[src/rtl/seq_alu.sv]
// seq_alu: sequential ALU with a valid/ready handshake, a stored carry flag and a multi-cycle shift-add multiply
//
// Ports:
//   clk_i          clock; all state updates on the rising edge
//   rst_ni         asynchronous active-low reset
//   in_valid_i     operation request
//   in_ready_o     high only in IDLE; accept = in_valid_i && in_ready_o
//   op_i           000 ADD, 001 SUB, 010 ADC, 011 SBC, 100 AND, 101 OR, 110 XOR, 111 MUL
//   a_i, b_i       operands, sampled on accept
//   out_valid_o    result and flags valid (DONE state)
//   out_ready_i    consumer takes the result
//   result_o       registered result
//   cout_o         carry out, also the stored carry flag C used by ADC/SBC
//   zero_o         result_o == 0
//   negative_o     result_o MSB
//   overflow_o     signed overflow (MUL: high half of the product non-zero)
module seq_alu #(
    parameter int DATA_BITS = 8
) (
    input  logic                 clk_i,
    input  logic                 rst_ni,
    input  logic                 in_valid_i,
    output logic                 in_ready_o,
    input  logic [2:0]           op_i,
    input  logic [DATA_BITS-1:0] a_i,
    input  logic [DATA_BITS-1:0] b_i,
    output logic                 out_valid_o,
    input  logic                 out_ready_i,
    output logic [DATA_BITS-1:0] result_o,
    output logic                 cout_o,
    output logic                 zero_o,
    output logic                 negative_o,
    output logic                 overflow_o
);
    localparam int W  = DATA_BITS;
    localparam int CW = $clog2(W + 1);
    localparam logic [1:0] S_IDLE = 2'd0;
    localparam logic [1:0] S_MUL  = 2'd1;
    localparam logic [1:0] S_DONE = 2'd2;

    logic [1:0]     state_q, state_d;
    logic [W-1:0]   result_q, result_d, mplier_q, mplier_d;
    logic           c_q, c_d, v_q, v_d;
    logic [2*W-1:0] mcand_q, mcand_d, acc_q, acc_d, acc_sum;
    logic [CW-1:0]  cnt_q, cnt_d;
    logic [W-1:0]   b_x, logic_r;
    logic [W:0]     sum;
    logic           cin, add_v, hi_nz;

    always_comb begin
        // op_i[0] selects subtraction (b inverted); op_i[1] selects the stored carry as carry-in
        b_x     = op_i[0] ? ~b_i : b_i;
        cin     = op_i[1] ? c_q : op_i[0];
        sum     = {1'b0, a_i} + {1'b0, b_x} + {{W{1'b0}}, cin};
        add_v   = (a_i[W-1] == b_x[W-1]) && (sum[W-1] != a_i[W-1]);
        logic_r = (op_i[1:0] == 2'b00) ? (a_i & b_i) : (op_i[1:0] == 2'b01) ? (a_i | b_i) : (a_i ^ b_i);
        acc_sum = mplier_q[0] ? acc_q + mcand_q : acc_q;
        hi_nz   = |acc_sum[2*W-1:W];
        state_d  = state_q;
        result_d = result_q;
        c_d      = c_q;
        v_d      = v_q;
        mcand_d  = mcand_q;
        mplier_d = mplier_q;
        acc_d    = acc_q;
        cnt_d    = cnt_q;
        case (state_q)
            S_IDLE: begin
                if (in_valid_i && op_i == 3'b111) begin
                    mcand_d  = {{W{1'b0}}, a_i};
                    mplier_d = b_i;
                    acc_d    = '0;
                    cnt_d    = CW'(W);
                    state_d  = S_MUL;
                end else if (in_valid_i) begin
                    // logic ops (op_i[2]) clear both carry and overflow
                    result_d = op_i[2] ? logic_r : sum[W-1:0];
                    c_d      = !op_i[2] && sum[W];
                    v_d      = !op_i[2] && add_v;
                    state_d  = S_DONE;
                end
            end
            S_MUL: begin
                acc_d    = acc_sum;
                mcand_d  = mcand_q << 1;
                mplier_d = mplier_q >> 1;
                cnt_d    = cnt_q - 1'b1;
                if (cnt_q == CW'(1)) begin
                    result_d = acc_sum[W-1:0];
                    c_d      = hi_nz;
                    v_d      = hi_nz;
                    state_d  = S_DONE;
                end
            end
            S_DONE: state_d = out_ready_i ? S_IDLE : S_DONE;
            default: state_d = S_IDLE;
        endcase
    end

    always_ff @(posedge clk_i or negedge rst_ni) begin
        if (!rst_ni) begin
            state_q  <= S_IDLE;
            result_q <= '0;
            c_q      <= 1'b0;
            v_q      <= 1'b0;
            mcand_q  <= '0;
            mplier_q <= '0;
            acc_q    <= '0;
            cnt_q    <= '0;
        end else begin
            state_q  <= state_d;
            result_q <= result_d;
            c_q      <= c_d;
            v_q      <= v_d;
            mcand_q  <= mcand_d;
            mplier_q <= mplier_d;
            acc_q    <= acc_d;
            cnt_q    <= cnt_d;
        end
    end

    assign in_ready_o  = (state_q == S_IDLE);
    assign out_valid_o = (state_q == S_DONE);
    assign result_o    = result_q;
    assign cout_o      = c_q;
    assign overflow_o  = v_q;
    assign zero_o      = (result_q == '0);
    assign negative_o  = result_q[W-1];
endmodule

[config.mk]
export PLATFORM = sky130hd
export DESIGN_NAME = seq_alu
export DESIGN_NICKNAME = d
export VERILOG_FILES = /design/src/rtl/seq_alu.sv
export SDC_FILE = /design/constraint.sdc
export NUM_CORES = 1
export LEC_CHECK = 0
export ABC_AREA = 1
export CAP_MARGIN = 10
export CORE_ASPECT_RATIO = 0.6
export CORE_UTILIZATION = 45
export CTS_CLUSTER_DIAMETER = 120
export DETAILED_ROUTE_END_ITERATION = 6
export GPL_TIMING_DRIVEN = 0
export SETUP_SLACK_MARGIN = 0.1
export SYNTH_ARGS = -nofsm -noshare
export SYNTH_HDL_FRONTEND = slang
export SYNTH_SLANG_ARGS = --single-unit
[constraint.sdc]
create_clock -name clk_i -period 2.94 [get_ports clk_i]
set_input_delay 0.441 -clock clk_i [delete_from_list [all_inputs] [get_ports clk_i]]
set_output_delay 0.441 -clock clk_i [all_outputs]
set_load 0.005 [all_outputs]
==> Word level (Yosys, flattened, before mapping) <==
Cells that the tools add are included.
W data, S select, Z words.
{ "totals": {"out_inout_bits": 14, "register_bits": 56, "in_bits": 23, "elab_cells": 71} }
{ "classes": {"n_reduce_logical": 13, "add_sub_neg": 4, "n_bitwise": 4, "n_mux": 30, "eq_ne": 12} }
{ "ops": {"columns": ["operator", "count"], "rows": [
  ["$mux W8", 8],
  ["$pmux W16 S2", 2],
  ["$mux W16", 3],
  ["$pmux W8 S2", 2],
  ["$add A16 B16 Y16", 1],
  ["$add A8 B8 Y9", 1],
  ["$add A9 B1 Y9", 1],
  ["$and A8 B8 Y8", 1],
  ["$logic_not A8 Y1", 1],
  ["$mux W2", 4],
  ["$not A8 Y8", 1],
  ["$or A8 B8 Y8", 1],
  ["$pmux W4 S2", 1],
  ["$reduce_or A8 Y1", 1],
  ["$xor A8 B8 Y8", 1],
  ["$mux W1", 6],
  ["$ne A2 B2 Y1 const B", 3],
  ["$pmux W2 S3", 1],
  ["$eq A2 B1 Y1 const B", 2],
  ["$eq A4 B1 Y1 const B", 1],
  ["$logic_and A1 B1 Y1", 4],
  ["$logic_not A2 Y1", 2],
  ["$mux W4", 1],
  ["$pmux W1 S2", 2],
  ["other kinds (11)", 12]
]} }

==> Logic depth before layout (Yosys ltp) <==
Gate-level depths: netlist (run 1).
{ "depth": {"depth_word": 10, "depth_mapped": 16, "depth_no_buf": 16} }

==> Worst setup path after synthesis (run 1) <==
Ideal clock, no wire load.
{ "synth_path": {"kind": "input-to-reg", "startpoint": "in op_i[0]", "endpoint": "reg result_q[6], in the netlist result_o[6]", "slack_ns": 0.436, "t_arrival_ns": 2.374, "n_path_buf": 1, "stages": 16, "required_ns": 2.810, "setup_time_ns": 0.130, "cell_sequence": "buf_6 > inv_2 > nor2_1 > clkinv_1 > nand2_1 > fa_1 > fa_1 > nand3_1 > nand2_1 > a21oi_1 > nor2_1 > nor2_1 > xor2_1 > nand2_1 > nand3_1 > a31oi_1"} }
{ "synth_via": {"elab_chain_cells": 7, "elab_cells_between_ends": 16, "classes_between": "2 x add/sub; 3 x eq/ne; 8 x mux; 3 x reduce/logical"} }
{ "synth_lines": {"columns": ["item", "line", "rtl"], "rows": [
  ["from (decl)", "24", "input logic [2:0] op_i,"],
  ["$mux W8 / $eq A2 B1 Y1 (equally long branches)", "52, 56", null],
  ["$add A8 B8 Y9 / $mux W8 (equally long branches)", "54, 56", null],
  ["$add A9 B1 Y9 / $mux W8 (equally long branches)", "54, 56", null],
  ["$mux W8", "77", "result_d = op_i[2] ? logic_r : sum[W-1:0];"],
  ["$mux W8", "75", "end else if (in_valid_i) begin"],
  ["$mux W8", "69", "if (in_valid_i && op_i == 3'b111) begin"],
  ["$pmux W8 S2", "67", "case (state_q)"],
  ["to (signal assigned)", "112", "result_q <= result_d;"],
  ["to (decl)", "42", "logic [W-1:0] result_q, result_d, mplier_q, mplier_d;"]
]} }
Several ways; a longest one is shown, not always the timed one. The select of a mux whose other input is x is not followed.
A chain may end at the register's enable or synchronous reset.

==> Final worst setup path (run 1) <==
{ "layout_path": {"startpoint": "in b_i[0]", "endpoint": "reg result_q[6], in the netlist result_o[6]"} }
{ "layout_via": {"elab_chain_cells": 8} }
{ "layout_lines": {"columns": ["item", "line", "rtl"], "rows": [
  ["from (decl)", "26", "input logic [DATA_BITS-1:0] b_i,"],
  ["$not A8 Y8", "52", "b_x = op_i[0] ? ~b_i : b_i;"],
  ["$mux W8 (*)", "52", null],
  ["$add A8 B8 Y9 (*)", "54", "sum = {1'b0, a_i} + {1'b0, b_x} + {{W{1'b0}}, cin};"],
  ["$add A9 B1 Y9 (*)", "54", null],
  ["$mux W8 (*)", "77", null],
  ["$mux W8 (*)", "75", null],
  ["$mux W8 (*)", "69", null],
  ["$pmux W8 S2 (*)", "67", null]
]} }
Mark *: on every way between the ends. The rest lies on a longest branch, timed or not. The select of a mux whose other input is x is not followed.

==> key figures, run 1 <==
Global route
  – Initial antenna violation count: 0
  – Remaining Overflow, GRT: 0
  – Maximum number of pins on one net before global-route repair: 36
  – Total global routing track utilization: 0.264
  – Number of global-route vias before repair: 3791
  – First-pass GRT wire length: a little over 20 mm

Logic synthesis
  – Number of enable flip-flop cells after synthesis: 0
  – Share of synthesized area spent on multiplexers: 0
  – Sequential area share after synthesis: 0.326
  – Post-synthesis instance area: between 4000 and 5000 µm²
  – Syn Nets: 660
  – Mean instance size in the synthesized netlist: between 7 and 8 µm²
  – Fraction of the mapped netlist area in simple logic gates: 0.236
  – Gate count of the mapped netlist: about 600
  – Compound-Gate Fraction of Synth Area: 0.163
  – Adder-cell area share of the yosys netlist: 0.130
  – Flip-flop and latch count after synthesis: 56
  – Async S/R FF share, synth: 1.00
  – Fraction of synthesized cell area in xor and xnor cells: 0.0306
  – Syn. warnings: 0
  – Count of unique library cells instantiated by Yosys: 37
  – Largest family of logic cells by synthesized area: simple AND/OR/NAND/NOR gates
  – Most used flip-flop cell after synthesis: dfrtp_1

STA
  – Number of endpoints failing setup at the final stage: 0
  – Final count of pins violating max slew: 0
  – Post-Route Skew: between 0.01 and 0.015 ns
  – Post-layout minimum cycle time: approximately 2.6 ns
  – Total negative slack for setup checks: 0 ns
  – Number of hold violations in the final report: 0
  – Period utilisation layout: 0.884
  – Maximum operating frequency: roughly 0.38 GHz
  – Worst max-slew margin expressed relative to the limit: 0.539
  – RSZ-0062 raised after global routing: no
  – Worst-Margin Slew: around 0.69 ns

Floorplan
  – Std-Cell Rows: 27
  – Area of the die: between 9000 and 10000 µm²
  – Die outline height: just under 80 µm
  – Core area: 9220 µm²
  – Die extent in x: ~130 µm
  – Number of I/O pins: 37
  – Starting Density: 0.466

Critical path
  – R2R cell count: 16
  – Gate family responsible for the most delay along the worst path: adder cells
  – Cell count along the critical path: 13
  – Worst Path Max Fanout: 4
  – Worst endpoint data arrival time: 2.78 ns
  – Category of the most critical setup path: input port to flip-flop
  – Critical path's largest stage delay: 0.48 ns
  – Worst path required time: 3.12 ns
  – Buffers & Inverters on Critical Path: 1
  – Critical path startpoint category: input port
  – FF-to-FF setup slack: 0.40 ns
  – Endpoint type of the worst setup path: flip-flop
  – Worst-path cell chain: clkdlybuf4s50_1 > xor2_1 > fa_2 > fa_2 > nand3_1 > nand2_2 > a21oi_2 > nor2_1 > nor2_1 > xor2_1 > nand2_1 > nand3_1 > a31oi_1
  – Max stage delay cell, worst path: clkdlybuf4s50_1

CTS
  – Number of buffers created by CTS: 5
  – Clock tree from TritonCTS: done
  – Clk slew on worst S/H paths: 0.08 ns
  – Number of levels the H-tree was split into: 2
  – Clock Sink Count: 56
  – Clock latency at the later pin of the worst-skew pair: 0.31 ns
  – Max clock buf depth: 2
  – Clock root buffer: clkbuf_16
  – Post CTS Setup Buffer Count: 0

Route
  – Drt first-iter violations: roughly 340
  – DR vias: a little over 4000
  – DR vias/cell: between 5 and 6
  – Routed WL: between 10 and 15 mm
  – Pre-antenna DRT Iters: 5
  – Drt drc: 0
  – Number of nets with antenna violations after routing: 0
  – Routed wirelength normalized by instance count: 15.6 µm

Power and ir drop
  – IR Drop Worst-Case VDD: roughly 370 µV
  – Power per cell area: around 900 nW/µm²
  – Pleak: about 2.6 nW

Layout
  – Number of filler cells placed in the layout: about 860
  – Number of nets in the layout: between 700 and 800
  – Layout cells sized above 1: 0.0534
  – Most common cell after layout, fill and taps aside: nand2_1
  – Finished Cell Area: 5000 µm²
  – Syn-to-layout area delta: 16.3%
  – Footprint of the multi-input gates: roughly 2400 µm²
  – Sequential cell area: 1400 µm²
  – Count of non-filler cells in the finished layout: 767
  – Total inserted antenna cells: 0
  – Commonest cells after routing, fill and taps aside: nand2_1 (139), inv_1 (98), dfrtp_1 (56), nand3_1 (40), ha_1 (40)

Min path
  – Hold crit path type: input port to async pin

Status
  – Run status: complete, no violations

Run
  – Number of maximum-capacitance violations: 0

Placement
  – Number of cells after detailed placement: 759
  – Placed Area: between 4000 and 5000 µm²
  – Count of input and output buffers: 34
  – GP Congestion: about 0.95
  – Final HPWL DP: just under 10 mm
[through the flow]
step | total power [W] | hold WS, ns | utilization | worst slack [ns]
floorplan | 0.00300 | 0.145 | - | 0.436
global placement | 0.00374 | 0.473 | 0.521 | -0.449
detailed placement | 0.00380 | 0.462 | 0.522 | -0.302
CTS | 0.00447 | 0.133 | 0.540 | 0.124
global route | 0.00493 | 0.153 | 0.542 | 0.200
finish | 0.00451 | 0.113 | 0.542 | 0.340
[Yosys cell counts, types with 4 or more instances]
cell type	count	area share
nor2_1	38	0.033
nand4_1	7	0.010
nand2_1	140	0.12
o211ai_1	15	0.026
dfrtp_1	56	0.33
nand3_1	40	0.047
inv_2	4	0.0035
clkbuf_1	10	0.0087
o21ai_0	21	0.024
ha_1	40	0.12
a31oi_1	8	0.012
inv_1	98	0.086
o22ai_1	26	0.038
a21oi_1	37	0.043
xor2_1	13	0.026
a221oi_1	5	0.010
[path summary, 6_finish.rpt]
check,from,to
min reg2reg,cnt_q[3],cnt_q[3]
min in group clk_i,cnt_q[3],cnt_q[3]
max in group asynchronous,rst_ni,state_q[0]
max reg2reg,mcand_q[0],cout_o
min,rst_ni,acc_q[12]
max,b_i[0],result_o[6]
[cell families after synthesis]
family	count (synthesis)
flip-flops	56
AO/OA/AOI/OAI	118
adder cells (fa/ha/maj)	43
XOR/XNOR	15
AND/OR/NAND/NOR	239
buffers and inverters	123
[routing by layer]
layer  track usage  vias up  wire length (µm)
met5             0        -                 0
met4        0.0482        0                93
met3        0.0441       10               715
met2         0.349      131              4520
met1         0.435     1924              6630
li1              -     2043                 -
[where the power goes]
part           total, W  switching (W)  internal, W
clock          0.000653       0.000323     0.000330
combinational   0.00249        0.00151     0.000980
sequential      0.00137       0.000274      0.00109
total           0.00451        0.00211      0.00240
[worst register-to-register path, delay by kind of cell, from the launching register on]
| kind | cells | cell delay, ns |
|---|---|---|
| and+or+nand+nor | 13 | 1.17 |
| adders and majority gates | 2 | 0.75 |
| DFF | 1 | 0.42 |
| AOI/OAI and AO/OA | 1 | 0.09 |
[what timing repair did]
item / CTS / global route
hold buffers: 0 / 0
hold endpoints to repair: 0 / 0
gates resized for setup: 3 / 5
endpoints found under the setup margin: 1 / 2
[registers in the layout (all words and copies together) (netlist names)]
name        flops
cnt_q           4
mplier_q        8
overflow_o      1
mcand_q        16
result_o        8
state_q         2
cout_o          1
acc_q          16
[layout make-up]
class,count,share of cell area
clock inverter,3,0.00576
sequential,56,0.280
timing repair buffer,35,0.0716
inverter,105,0.0821
clock buffer,5,0.0250
tap,130,0.0325
multi-input combinational,415,0.483
buffer,18,0.0193
Power figures use the tool's default switching activity.
==> inputs of run 2 (changes only) <==
CTS_CLUSTER_SIZE = 12   (was not set)
==> results of run 2 <==
Final layout, timing and power as in run 1 (identical DEF).
